===== config.mk =====
export PLATFORM = sky130hd
export DESIGN_NAME = ws2812_decoder
export DESIGN_NICKNAME = d
export VERILOG_FILES = /design/src/rtl/ws2812_decoder.sv
export SDC_FILE = /design/constraint.sdc
export NUM_CORES = 1
export LEC_CHECK = 0
export CAP_MARGIN = 20
export CORE_AREA = 3 3 129 69
export CTS_CLUSTER_SIZE = 16
export DETAILED_ROUTE_END_ITERATION = 10
export DIE_AREA = 0 0 132 72
export GPL_ROUTABILITY_DRIVEN = 0
export PLACE_DENSITY_LB_ADDON = 0.12
export SYNTH_ARGS = -nofsm -noshare
export SYNTH_HDL_FRONTEND = slang
export SYNTH_SLANG_ARGS = --single-unit

===== constraint.sdc =====
create_clock -name clk -period 4.2 [get_ports clk]
set_input_delay 0.63 -clock clk [delete_from_list [all_inputs] [get_ports clk]]
set_output_delay 0.63 -clock clk [all_outputs]
set_load 0.005 [all_outputs]

===== src/rtl/ws2812_decoder.sv =====
// WS2812 NRZ line receiver: recovers 24-bit pixel words and frame
// boundaries by measuring high-pulse widths in clk cycles.
module ws2812_decoder #(
  parameter int PX_COUNT_WIDTH = 6,
  parameter int BITS_PER_PIXEL = 24,
  parameter int MIN_HIGH       = 15,
  parameter int BIT_THRESH     = 60,
  parameter int MAX_HIGH       = 120,
  parameter int RESET_CYCLES   = 5000
) (
  input  logic                      clk,
  input  logic                      rst,
  input  logic                      din,
  output logic [BITS_PER_PIXEL-1:0] pixel_data,
  output logic                      pixel_valid,
  output logic [PX_COUNT_WIDTH-1:0] pixel_index,
  output logic                      frame_done,
  output logic [PX_COUNT_WIDTH-1:0] frame_px_count,
  output logic                      err,
  output logic                      err_sticky
);

  localparam int HW = $clog2(MAX_HIGH + 2);
  localparam int LW = $clog2(RESET_CYCLES + 1);
  localparam int BW = $clog2(BITS_PER_PIXEL);
  localparam int PW = PX_COUNT_WIDTH;
  localparam int DW = BITS_PER_PIXEL;

  localparam logic [HW-1:0] HI_SAT   = HW'(MAX_HIGH + 1);
  localparam logic [HW-1:0] HI_MIN   = HW'(MIN_HIGH);
  localparam logic [HW-1:0] HI_ONE   = HW'(BIT_THRESH);
  localparam logic [LW-1:0] LO_GAP   = LW'(RESET_CYCLES);
  localparam logic [BW-1:0] BIT_LAST = BW'(BITS_PER_PIXEL - 1);

  typedef enum logic [2:0] {
    WAIT_GAP,
    IDLE,
    HIGH,
    LOW,
    ERROR
  } state_t;

  state_t        state_q, state_d;
  logic          s1_q, din_s_q, prev_q;
  logic [HW-1:0] hi_cnt_q, hi_cnt_d;
  logic [LW-1:0] lo_cnt_q, lo_cnt_d;
  logic [BW-1:0] bit_cnt_q, bit_cnt_d;
  logic [PW-1:0] px_cnt_q, px_cnt_d;
  logic [DW-1:0] shift_q, shift_d;
  logic [DW-1:0] pixel_data_q, pixel_data_d;
  logic          pixel_valid_q, pixel_valid_d;
  logic [PW-1:0] pixel_index_q, pixel_index_d;
  logic          frame_done_q, frame_done_d;
  logic [PW-1:0] frame_px_q, frame_px_d;
  logic          err_q, err_d;
  logic          err_sticky_q, err_sticky_d;

  logic          rise, fall, bit_val, gap;
  logic [DW-1:0] shifted;

  assign rise    = din_s_q & ~prev_q;
  assign fall    = ~din_s_q & prev_q;
  assign gap     = (lo_cnt_q == LO_GAP);
  assign bit_val = (hi_cnt_q >= HI_ONE);
  assign shifted = {shift_q[DW-2:0], bit_val};

  // Next-state: run counters, classify pulses, assemble pixels.
  always_comb begin
    state_d       = state_q;
    bit_cnt_d     = bit_cnt_q;
    px_cnt_d      = px_cnt_q;
    shift_d       = shift_q;
    pixel_data_d  = pixel_data_q;
    pixel_index_d = pixel_index_q;
    frame_px_d    = frame_px_q;
    pixel_valid_d = 1'b0;
    frame_done_d  = 1'b0;
    err_d         = 1'b0;
    if (din_s_q) begin
      hi_cnt_d = (hi_cnt_q == HI_SAT) ? hi_cnt_q : hi_cnt_q + 1'b1;
      lo_cnt_d = '0;
    end else begin
      hi_cnt_d = '0;
      lo_cnt_d = gap ? lo_cnt_q : lo_cnt_q + 1'b1;
    end
    unique case (state_q)
      WAIT_GAP, ERROR: begin
        if (gap) begin
          bit_cnt_d = '0;
          px_cnt_d  = '0;
          state_d   = rise ? HIGH : IDLE;
        end
      end
      IDLE: begin
        if (rise) state_d = HIGH;
      end
      HIGH: begin
        if (hi_cnt_q == HI_SAT) begin
          err_d   = 1'b1;
          state_d = ERROR;
        end else if (fall) begin
          if (hi_cnt_q < HI_MIN) begin
            err_d   = 1'b1;
            state_d = ERROR;
          end else begin
            shift_d = shifted;
            state_d = LOW;
            if (bit_cnt_q == BIT_LAST) begin
              pixel_data_d  = shifted;
              pixel_valid_d = 1'b1;
              pixel_index_d = px_cnt_q;
              px_cnt_d      = px_cnt_q + 1'b1;
              bit_cnt_d     = '0;
            end else begin
              bit_cnt_d = bit_cnt_q + 1'b1;
            end
          end
        end
      end
      LOW: begin
        if (gap) begin
          if (bit_cnt_q == '0) begin
            frame_done_d = 1'b1;
            frame_px_d   = px_cnt_q;
          end else begin
            err_d = 1'b1;
          end
          bit_cnt_d = '0;
          px_cnt_d  = '0;
          state_d   = rise ? HIGH : IDLE;
        end else if (rise) begin
          state_d = HIGH;
        end
      end
      default: state_d = WAIT_GAP;
    endcase
    err_sticky_d = err_sticky_q | err_d;
  end

  // State, synchronizer and registered outputs.
  always_ff @(posedge clk) begin
    if (rst) begin
      state_q       <= WAIT_GAP;
      s1_q          <= 1'b0;
      din_s_q       <= 1'b0;
      prev_q        <= 1'b0;
      hi_cnt_q      <= '0;
      lo_cnt_q      <= '0;
      bit_cnt_q     <= '0;
      px_cnt_q      <= '0;
      shift_q       <= '0;
      pixel_data_q  <= '0;
      pixel_valid_q <= 1'b0;
      pixel_index_q <= '0;
      frame_done_q  <= 1'b0;
      frame_px_q    <= '0;
      err_q         <= 1'b0;
      err_sticky_q  <= 1'b0;
    end else begin
      state_q       <= state_d;
      s1_q          <= din;
      din_s_q       <= s1_q;
      prev_q        <= din_s_q;
      hi_cnt_q      <= hi_cnt_d;
      lo_cnt_q      <= lo_cnt_d;
      bit_cnt_q     <= bit_cnt_d;
      px_cnt_q      <= px_cnt_d;
      shift_q       <= shift_d;
      pixel_data_q  <= pixel_data_d;
      pixel_valid_q <= pixel_valid_d;
      pixel_index_q <= pixel_index_d;
      frame_done_q  <= frame_done_d;
      frame_px_q    <= frame_px_d;
      err_q         <= err_d;
      err_sticky_q  <= err_sticky_d;
    end
  end

  assign pixel_data     = pixel_data_q;
  assign pixel_valid    = pixel_valid_q;
  assign pixel_index    = pixel_index_q;
  assign frame_done     = frame_done_q;
  assign frame_px_count = frame_px_q;
  assign err            = err_q;
  assign err_sticky     = err_sticky_q;

endmodule


==> results.yml, run 1 <==
cts:
  cts_made_buffers: 9
  h-tree-depth: 3
  clkLatencyLatePin_ps: 340
  cts_setup_buffers: 0
  cts_resized: 0
  cts_tree: "yes"
  cts-root-buf: "clkbuf_16"
  ctsLongestPathBuffers: 2
  clock_sinks: 100
  clkTransAtPathRegs_ps: 70
  cts_hold_buf: 0
sta:
  fin_crit_sh_pct: 62.8
  fin_skew_ps: 7.81
  maxSlewHeadroom_pct: 37.5
  tightestPinTransition_ps: 938
  setup_tns_ps: 0
  hold_viol: 0
  fmax_mhz: 379
  rsz0062_at_grt: "false"
  holdWs_ps: 438
  slew_violations: 0
  min_period_ps: 2640
  setup_viol: 0
layout:
  final_cells: 643
  synthToLayoutAreaGrowth_pct: 18.4
  final_layout_size_suffix_gt1_share_pct: 5.65
  fill_cells: 710
  fin_nets: 537
  antenna_cells: 0
logic_synthesis:
  syn_nets: 507
  synth_area_per_cell_um2: 8.27
  synthTopCellsByArea: "dfxtp_1 49%, nand2_1 11%, a21oi_1 8.3%, nor2_1 3.2%, ha_1 2.4%"
  synthDistinctLibCells: 45
  synthArstFlopShare_pct: 0
  synthFlopType: "dfxtp_1"
  ys_seq_area_share_pct: 48.8
  synth_top_cell_area_share_pct: 48.8
  synth.most_common_cell: "nand2_1"
  ys_ff_latch: 100
  synthCells: 496
  post-synth-top-area-cell: "dfxtp_1"
  netlist_area_mm2: 0.00410
  synthTopCellsByCount: "121 x nand2_1, 100 x dfxtp_1, 68 x a21oi_1"
  synth-edff-count: 0
  yosysWarningCount: 0
critical_path:
  worstReg2RegEnd: "px_cnt_q[4]$_SDFFE_PP0P_"
  worstReg2RegStart: "state_q[1]$_SDFFE_PP0P_"
  cp_max_fo: 18
  crit_type: "flop to flop"
  reg2regPathDepth: 6
  cp_data_arrival_time_ps: 2820
  end_kind: "flop"
  worstSetupEndpoint: "px_cnt_q[4]$_SDFFE_PP0P_"
  critPathRequiredTime_ps: 4380
  cp-startpoint: "state_q[1]$_SDFFE_PP0P_"
  rrSetupSlack_ps: 1560
  startpoint_type: "flop"
grt:
  grt_pass1_vias: 3188
  antenna_found_initial: 0
  grt_max_degree: 52
  grt_use_total_pct: 18.5
  grt_pass1_wl_mm: 14.5
  overflow: 0
die:
  fp.coreArea_mm2: 0.00786
  dieHeight_um: 72
  placementRows: 23
  dieArea_mm2: 0.00950
  die_w_um: 132
  initial_core_util_pct: 52.2
  io_pins: 43
drt:
  viasPerCell: 5.21
  ant_nets: 0
  vias: 3352
  drt_iter0_markers: 168
  wl_per_cell_um: 13.1
  firstDrtPassIters: 4
  drt-total-wl_mm: 8.43
  post-route-drc-count: 0
pwr:
  clkPwrFrac_pct: 44.0
  power_frac_comb_pct: 1.7
  internal_power_mw: 1.37
  pwr-share-seq_pct: 54.3
  power_density_mw_per_mm2: 362
  leakagePower_nw: 1.58
  ir_worst_vdd_uv: 219
  p_sw_uw: 391
  swShare_pct: 22.2
status:
  status: "completed"
job:
  maxCapViolations: 0
min_path:
  hold_path.class: "flop to flop"
place:
  dp.cells: 627
  portBuffers: 42
  hpwl_mm: 5.43
[registers in the layout (all words and copies together) (netlist names)]
name	cells
frame_px_count	6
s1_q	1
state_q	3
hi_cnt_q	7
din_s_q	1
pixel_data	24
shift_q	23
err_sticky	1
px_cnt_q	6
err	1
pixel_index	6
prev_q	1
pixel_valid	1
lo_cnt_q	13
frame_done	1
bit_cnt_q	5
[power groups by stage]
stage	clock network [mW]	logic (mW)	registers (mW)
after floorplan	0	0.0238	0.976
after global placement	0	0.0301	0.976
after detailed placement	0	0.0301	0.977
after CTS	0.795	0.0302	0.955
after global routing	0.834	0.0342	0.955
final	0.775	0.0300	0.955
[metal layers]
| metal | routed length, um | global-route usage, % | vias to the layer above |
|---|---|---|---|
| met3 | 385 | 6.09 | 9 |
| met4 | 78 | 4.77 | 0 |
| li1 | - | - | 1737 |
| met2 | 3850 | 31.4 | 67 |
| met1 | 4120 | 23.1 | 1539 |
| met5 | 0 | 0 | - |
[logic make-up after synthesis]
group | count (synthesis) | share of synthesized area, %
simple gates | 229 | 26.1
flops | 100 | 48.8
compound gates | 97 | 13.4
buf+inv | 40 | 4.27
xor+xnor | 14 | 2.99
fa+ha+maj | 9 | 2.68
mux | 7 | 1.74
[through the flow]
stage / total power [mW] / instance area, um^2 / util, % / worst slack [ps]
after floorplan: 1.00 / 4100 / - / 2310
after global placement: 1.01 / 4570 / 58.2 / 1610
after detailed placement: 1.01 / 4570 / 58.2 / 1560
after CTS: 1.78 / 4860 / 61.8 / 1540
after global routing: 1.82 / 4860 / 61.8 / 1320
final: 1.76 / 4860 / 61.8 / 1560
[final cells by class]
type / count / area [um^2] / share of cell area, %
flip-flops and latches: 100 / 2000 / 41.2
multi-input cells: 356 / 1930 / 39.8
repair buffers: 47 / 453 / 9.32
clock buffers: 9 / 225 / 4.64
well taps: 112 / 140 / 2.88
clock inverters: 7 / 58.8 / 1.21
inverters: 12 / 45.0 / 0.927
[how the worst min path moves through the flow]
stage	startpoint	to	slack, ps	cells past startpoint
finish	s1_q$_SDFF_PP0_	din_s_q$_SDFF_PP0_	440	1
detailed placement	s1_q$_SDFF_PP0_	din_s_q$_SDFF_PP0_	430	1
global placement	s1_q$_SDFF_PP0_	din_s_q$_SDFF_PP0_	420	1
CTS	s1_q$_SDFF_PP0_	din_s_q$_SDFF_PP0_	440	1
global route	s1_q$_SDFF_PP0_	din_s_q$_SDFF_PP0_	470	1
floorplan	s1_q$_SDFF_PP0_	din_s_q$_SDFF_PP0_	410	1
[critical path: stages, from the launching register on]
cell      delay [ps]
dfxtp_1          520
or3b_1           540
nor3_2           250
nand3_1          500
buf_4            420
nand2_1          130
a311oi_1         110
[placed cells by master, fill, tap and decap left out, types with 9 or more instances in the layout]
master,count
nand2_1,121
clkbuf_16,9
nor2_1,35
nand3_1,17
a21oi_1,68
inv_1,12
o21ai_0,9
clkdlybuf4s50_1,41
dfxtp_1,100
Note: power is estimated with default switching activity, not from simulation.
==> run 2, diff against run 1 <==
Clock period 4.2 ns to 2.55 ns, I/O delays scaled along.
==> run 2 against run 1 <==
  * Sequential share of layout area decreased by 0.82 points
  * Utilization increased by 1.3 points
  * Sequential power rose by 64%
  * Clock skew decreased by 1.7 ps
  * Critical path type unchanged
  * Largest power group unchanged
  * Via count rose by 0.30%
  * Combinational power increased by 70%
  * Maximum frequency grew 19%
==> results.yml, run 2 (synthesized netlist as in run 1, its figures left out) <==
status:
  status: "completed"
drt:
  firstDrtPassIters: 4
  wl_per_cell_um: 13.1
  drt-total-wl_mm: 8.50
  highest_layer: "met4"
  ant_nets: 0
  wl_met1_mm: 4.33
  viasPerCell: 5.18
  wl_met2_mm: 3.80
  drt_iter0_markers: 215
  post-route-drc-count: 0
  met3_length_um: 340
  vias: 3362
layout:
  final_cell_mix: "121 x nand2_1, 100 x dfxtp_1, 68 x a21oi_1, 41 x clkdlybuf4s50_1, 35 x nor2_1"
  fin_nets: 543
  largest_register_ffs: 24
  layout_commonest_cell: "nand2_1"
  stdcell_area_mm2: 0.00496
  antenna_cells: 0
  final_layout_size_suffix_gt1_share_pct: 6.70
  final_cells: 649
  synthToLayoutAreaGrowth_pct: 20.8
grt:
  grt_pass1_wl_mm: 14.1
  grt_use_total_pct: 18.2
  grt_max_degree: 36
  grt_pass1_vias: 2899
  antenna_found_initial: 0
  overflow: 0
sta:
  rsz0062_at_grt: "false"
  maxSlewHeadroom_pct: 56.5
  slew_violations: 0
  fin_crit_sh_pct: 87.2
  fmax_mhz: 450
  min_period_ps: 2220
  setup_viol: 0
  hold_viol: 0
  fin_skew_ps: 6.14
  setup_tns_ps: 0
  tightestPinTransition_ps: 646
pwr:
  power_density_mw_per_mm2: 623
  p_sw_uw: 640
  leakagePower_nw: 1.63
  ir_worst_vdd_uv: 318
  clkPwrFrac_pct: 47.4
  internal_power_mw: 2.45
  power_frac_comb_pct: 1.6
  pwr-share-seq_pct: 50.9
  swShare_pct: 20.7
critical_path:
  cp_max_fo: 15
  end_kind: "flop"
  cp_data_arrival_time_ps: 2480
  startpoint_type: "flop"
  critPathRequiredTime_ps: 2800
  crit_type: "flop to flop"
cts:
  h-tree-depth: 3
  cts_tree: "yes"
  clkTransAtPathRegs_ps: 70
  cts-root-buf: "clkbuf_16"
  cts_made_buffers: 9
  ctsLongestPathBuffers: 2
  clkLatencyLatePin_ps: 340
  cts_setup_buffers: 0
  cts_hold_buf: 0
  clock_sinks: 100
  cts_resized: 0
job:
  maxCapViolations: 0
die:
  placementRows: 23
  initial_core_util_pct: 52.2
  die_w_um: 132
  dieHeight_um: 72
  dieArea_mm2: 0.00950
  io_pins: 43
  fp.coreArea_mm2: 0.00786
min_path:
  hold_path.class: "flop to flop"
place:
  dp.cells: 633
  hpwl_mm: 5.57
  place_area_mm2: 0.00463
  portBuffers: 42
-- run 2: changes by cell type in the layout (fill, tap and decap cells not counted), sizes merged --
cell	previous run	this run
clkinv	1	2
inv	14	13
buf	6	12
clkinvlp	4	2
bufinv	0	2
-- run 2: layer usage --
| metal | vias up | global-route usage (%) |
|---|---|---|
| met3 | 2 | 4.92 |
| li1 | 1750 | - |
| met5 | - | 0 |
| met4 | 0 | 5.59 |
| met2 | 51 | 27.5 |
| met1 | 1559 | 25.7 |
-- run 2: worst max-delay path, stage by stage, from the launching register on --
cell and delay, ps:
dfxtp_1 520, or3b_1 530, nor3_2 230, and3_1 320
buf_4 260, nor2_1 60, a211oi_1 210
-- run 2: worst paths after layout --
check	to	depth (start not counted)	slack, ps	from
max	pixel_data[0]$_SDFFE_PP0P_	6	330	state_q[1]$_SDFFE_PP0P_
min reg2reg	din_s_q$_SDFF_PP0_	1	440	s1_q$_SDFF_PP0_
min	din_s_q$_SDFF_PP0_	1	440	s1_q$_SDFF_PP0_
max reg2reg	pixel_data[0]$_SDFFE_PP0P_	6	330	state_q[1]$_SDFFE_PP0P_
-- run 2: power groups by stage --
stage | clock network (mW) | registers (mW) | logic [mW]
floorplan | 0 | 1.61 | 0.0392
global placement | 0 | 1.61 | 0.0512
detailed placement | 0 | 1.61 | 0.0514
CTS | 1.50 | 1.57 | 0.0515
global route | 1.57 | 1.57 | 0.0579
finish | 1.47 | 1.57 | 0.0509
-- run 2: through the flow --
stage | power (mW) | hold WS (ps) | setup slack (ps) | util [%]
6_report | 3.09 | 443 | 326 | 63.1
5_1_grt | 3.20 | 459 | 117 | 63.1
4_1_cts | 3.13 | 445 | 322 | 63.1
3_5_place_dp | 1.66 | 429 | 334 | 59.0
3_3_place_gp | 1.66 | 427 | 409 | 59.0
2_1_floorplan | 1.65 | 414 | 665 | -
-- run 2: final cells by class --
| class | count | area [um^2] |
|---|---|---|
| repair buffers | 53 | 510 |
| multi-input cells | 356 | 1930 |
| clock inverters | 7 | 100 |
| inverters | 12 | 45.0 |
| well taps | 112 | 140 |
| fillers | 699 | 2900 |
| flip-flops and latches | 100 | 2000 |
| clock buffers | 9 | 225 |
==> run 3, diff against run 2 <==
--- a/config.mk
+++ b/config.mk
@@ -8,6 +8,6 @@
 export CAP_MARGIN = 20
-export CORE_AREA = 3 3 129 69
+export CORE_AREA = 3 3 126 67
 export CTS_CLUSTER_SIZE = 16
 export DETAILED_ROUTE_END_ITERATION = 10
-export DIE_AREA = 0 0 132 72
+export DIE_AREA = 0 0 129 70
 export GPL_ROUTABILITY_DRIVEN = 0
==> constraint.sdc (replaced) <==
create_clock -name clk -period 2.55 [get_ports clk]
set_input_delay 0.6375 -clock clk [delete_from_list [all_inputs] [get_ports clk]]
set_output_delay 0.6375 -clock clk [all_outputs]
set_load 0.005 [all_outputs]
==> run 3 against run 2 <==
  * Clock power about the same
  * Die area decreased by 5.0%
  * Power shrank 0.20%
  * Final cell count decreased by 2.3%
  * Flip-flop and latch count unchanged
  * Hold slack got worse by 4.0 ps
  * Final area is essentially flat
  * Clock skew is 1.9 ps higher
  * Utilization is 4.6 points higher
  * Register-to-register slack hardly changed
  * Maximum frequency down 0.37%
  * Critical path type unchanged
==> results.yml, run 3 (synthesized netlist as in run 1, its figures left out) <==
place:
  dp.cells: 618
  pre_cts_ws_ps: 325
  place_area_mm2: 0.00463
  portBuffers: 42
  hpwl_mm: 5.57
layout:
  antenna_cells: 0
  largest_register_ffs: 24
  final_cell_mix: "121 x nand2_1, 100 x dfxtp_1, 68 x a21oi_1, 41 x clkdlybuf4s50_1, 35 x nor2_1"
  stdcell_area_mm2: 0.00496
  layout_commonest_cell: "nand2_1"
  final_cells: 634
  synthToLayoutAreaGrowth_pct: 20.8
  fill_cells: 633
  final_layout_size_suffix_gt1_share_pct: 6.69
  fin_nets: 544
critical_path:
  rrSetupSlack_ps: 320
  worstReg2RegStart: "state_q[1]$_SDFFE_PP0P_"
  cp_max_fo: 30
  cp_data_arrival_time_ps: 2480
  crit_slowest_cell: "dfxtp_1"
  worstPathCellList: "or3b_1 > nor3_2 > and3_1 > buf_12 > a21oi_1 > a311oi_1"
  cp_slowest_stage_delay_ps: 530
  critPathRequiredTime_ps: 2800
  crit_type: "flop to flop"
  worstReg2RegEnd: "px_cnt_q[2]$_SDFFE_PP0P_"
  reg2regPathDepth: 6
  end_kind: "flop"
  startpoint_type: "flop"
status:
  status: "completed"
pwr:
  ir_worst_vdd_uv: 433
  power_density_mw_per_mm2: 622
  power_mw: 3.08
  leakagePower_nw: 1.64
cts:
  cts_setup_buffers: 0
  cts_made_buffers: 9
  h-tree-depth: 3
  ctsLongestPathBuffers: 2
  clkLatencyLatePin_ps: 340
  cts-root-buf: "clkbuf_16"
  cts_tree: "yes"
  clock_sinks: 100
  cts_resized: 0
  clkTransAtPathRegs_ps: 70
  cts_hold_buf: 0
drt:
  drt_iter0_markers: 251
  firstDrtPassIters: 5
  drt-total-wl_mm: 8.36
  post-route-drc-count: 0
  wl_per_cell_um: 13.2
  vias: 3478
  ant_nets: 0
  viasPerCell: 5.49
die:
  initial_core_util_pct: 56.0
  io_pins: 43
  dieHeight_um: 70
  fp.coreArea_mm2: 0.00732
  die_w_um: 129
  dieArea_mm2: 0.00903
  placementRows: 22
sta:
  maxSlewHeadroom_pct: 55.4
  setup_viol: 0
  fin_skew_ps: 8.02
  setup_ws_ps: 317
  tightestPinTransition_ps: 662
  fmax_mhz: 448
  hold_viol: 0
  rsz0062_at_grt: "false"
  min_period_ps: 2230
  setup_tns_ps: 0
  slew_violations: 0
  fin_crit_sh_pct: 87.6
job:
  maxCapViolations: 0
grt:
  antenna_found_initial: 0
  grt_pass1_vias: 3139
  grt_pass1_wl_mm: 14.6
  overflow: 0
  grt_max_degree: 55
  grt_use_total_pct: 19.5
min_path:
  worstHoldPathCells: 1
  worstHoldStart: "s1_q$_SDFF_PP0_"
  holdPathEnd: "din_s_q$_SDFF_PP0_"
  hold_path.class: "flop to flop"
[run 3: routing by layer]
layer | share of wire (%) | up-vias | global-route usage [%] | wire length, um
li1 | - | 1755 | - | -
met1 | 49 | 1637 | 27.3 | 4130
met4 | 0.80 | 0 | 6.05 | 67
met3 | 4.7 | 6 | 5.04 | 397
met2 | 45 | 80 | 29.4 | 3760
met5 | 0 | - | 0 | 0
[run 3: final cells by class]
type / count / area (um^2) / area share [%]
repair buffers: 54 / 531 / 10.7
flip-flops and latches: 100 / 2000 / 40.4
clock inverters: 6 / 95.1 / 1.92
well taps: 96 / 120 / 2.42
multi-input cells: 356 / 1930 / 39.0
clock buffers: 10 / 229 / 4.62
inverters: 12 / 45.0 / 0.909
[run 3: power by group]
| part | switching, mW | internal [mW] | leakage [nW] |
|---|---|---|---|
| logic | 0.0349 | 0.0167 | 0.683 |
| registers | 0.00558 | 1.57 | 0.806 |
| clock network | 0.589 | 0.870 | 0.151 |
| total | 0.629 | 2.45 | 1.64 |
[run 3: how the worst max path moves through the flow]
stage          depth (start not counted)  slack [ps]                   endpoint               startpoint
4_1_cts                                6         330   px_cnt_q[2]$_SDFFE_PP0P_  state_q[1]$_SDFFE_PP0P_
3_5_place_dp                           6         320   px_cnt_q[2]$_SDFFE_PP0P_  state_q[1]$_SDFFE_PP0P_
5_1_grt                                6         160   px_cnt_q[2]$_SDFFE_PP0P_  state_q[1]$_SDFFE_PP0P_
2_1_floorplan                          7         660  bit_cnt_q[4]$_SDFFE_PP0P_  state_q[0]$_SDFFE_PP0P_
3_3_place_gp                           6         400   px_cnt_q[2]$_SDFFE_PP0P_  state_q[1]$_SDFFE_PP0P_
6_report                               6         320   px_cnt_q[2]$_SDFFE_PP0P_  state_q[1]$_SDFFE_PP0P_
[run 3: critical path: cells and delay by family (launching register included)]
kind / cells / cell delay (ps)
buffers and inverters: 1 / 220
flip-flops: 1 / 530
AND/OR/NAND/NOR: 3 / 1080
AO/OA/AOI/OAI: 2 / 320
[run 3: through the flow]
stage | utilization, % | hold slack (ps)
after floorplan | - | 414
after detailed placement | 63.3 | 426
after global routing | 67.7 | 468
after global placement | 63.3 | 419
after CTS | 67.7 | 442
final | 67.7 | 439
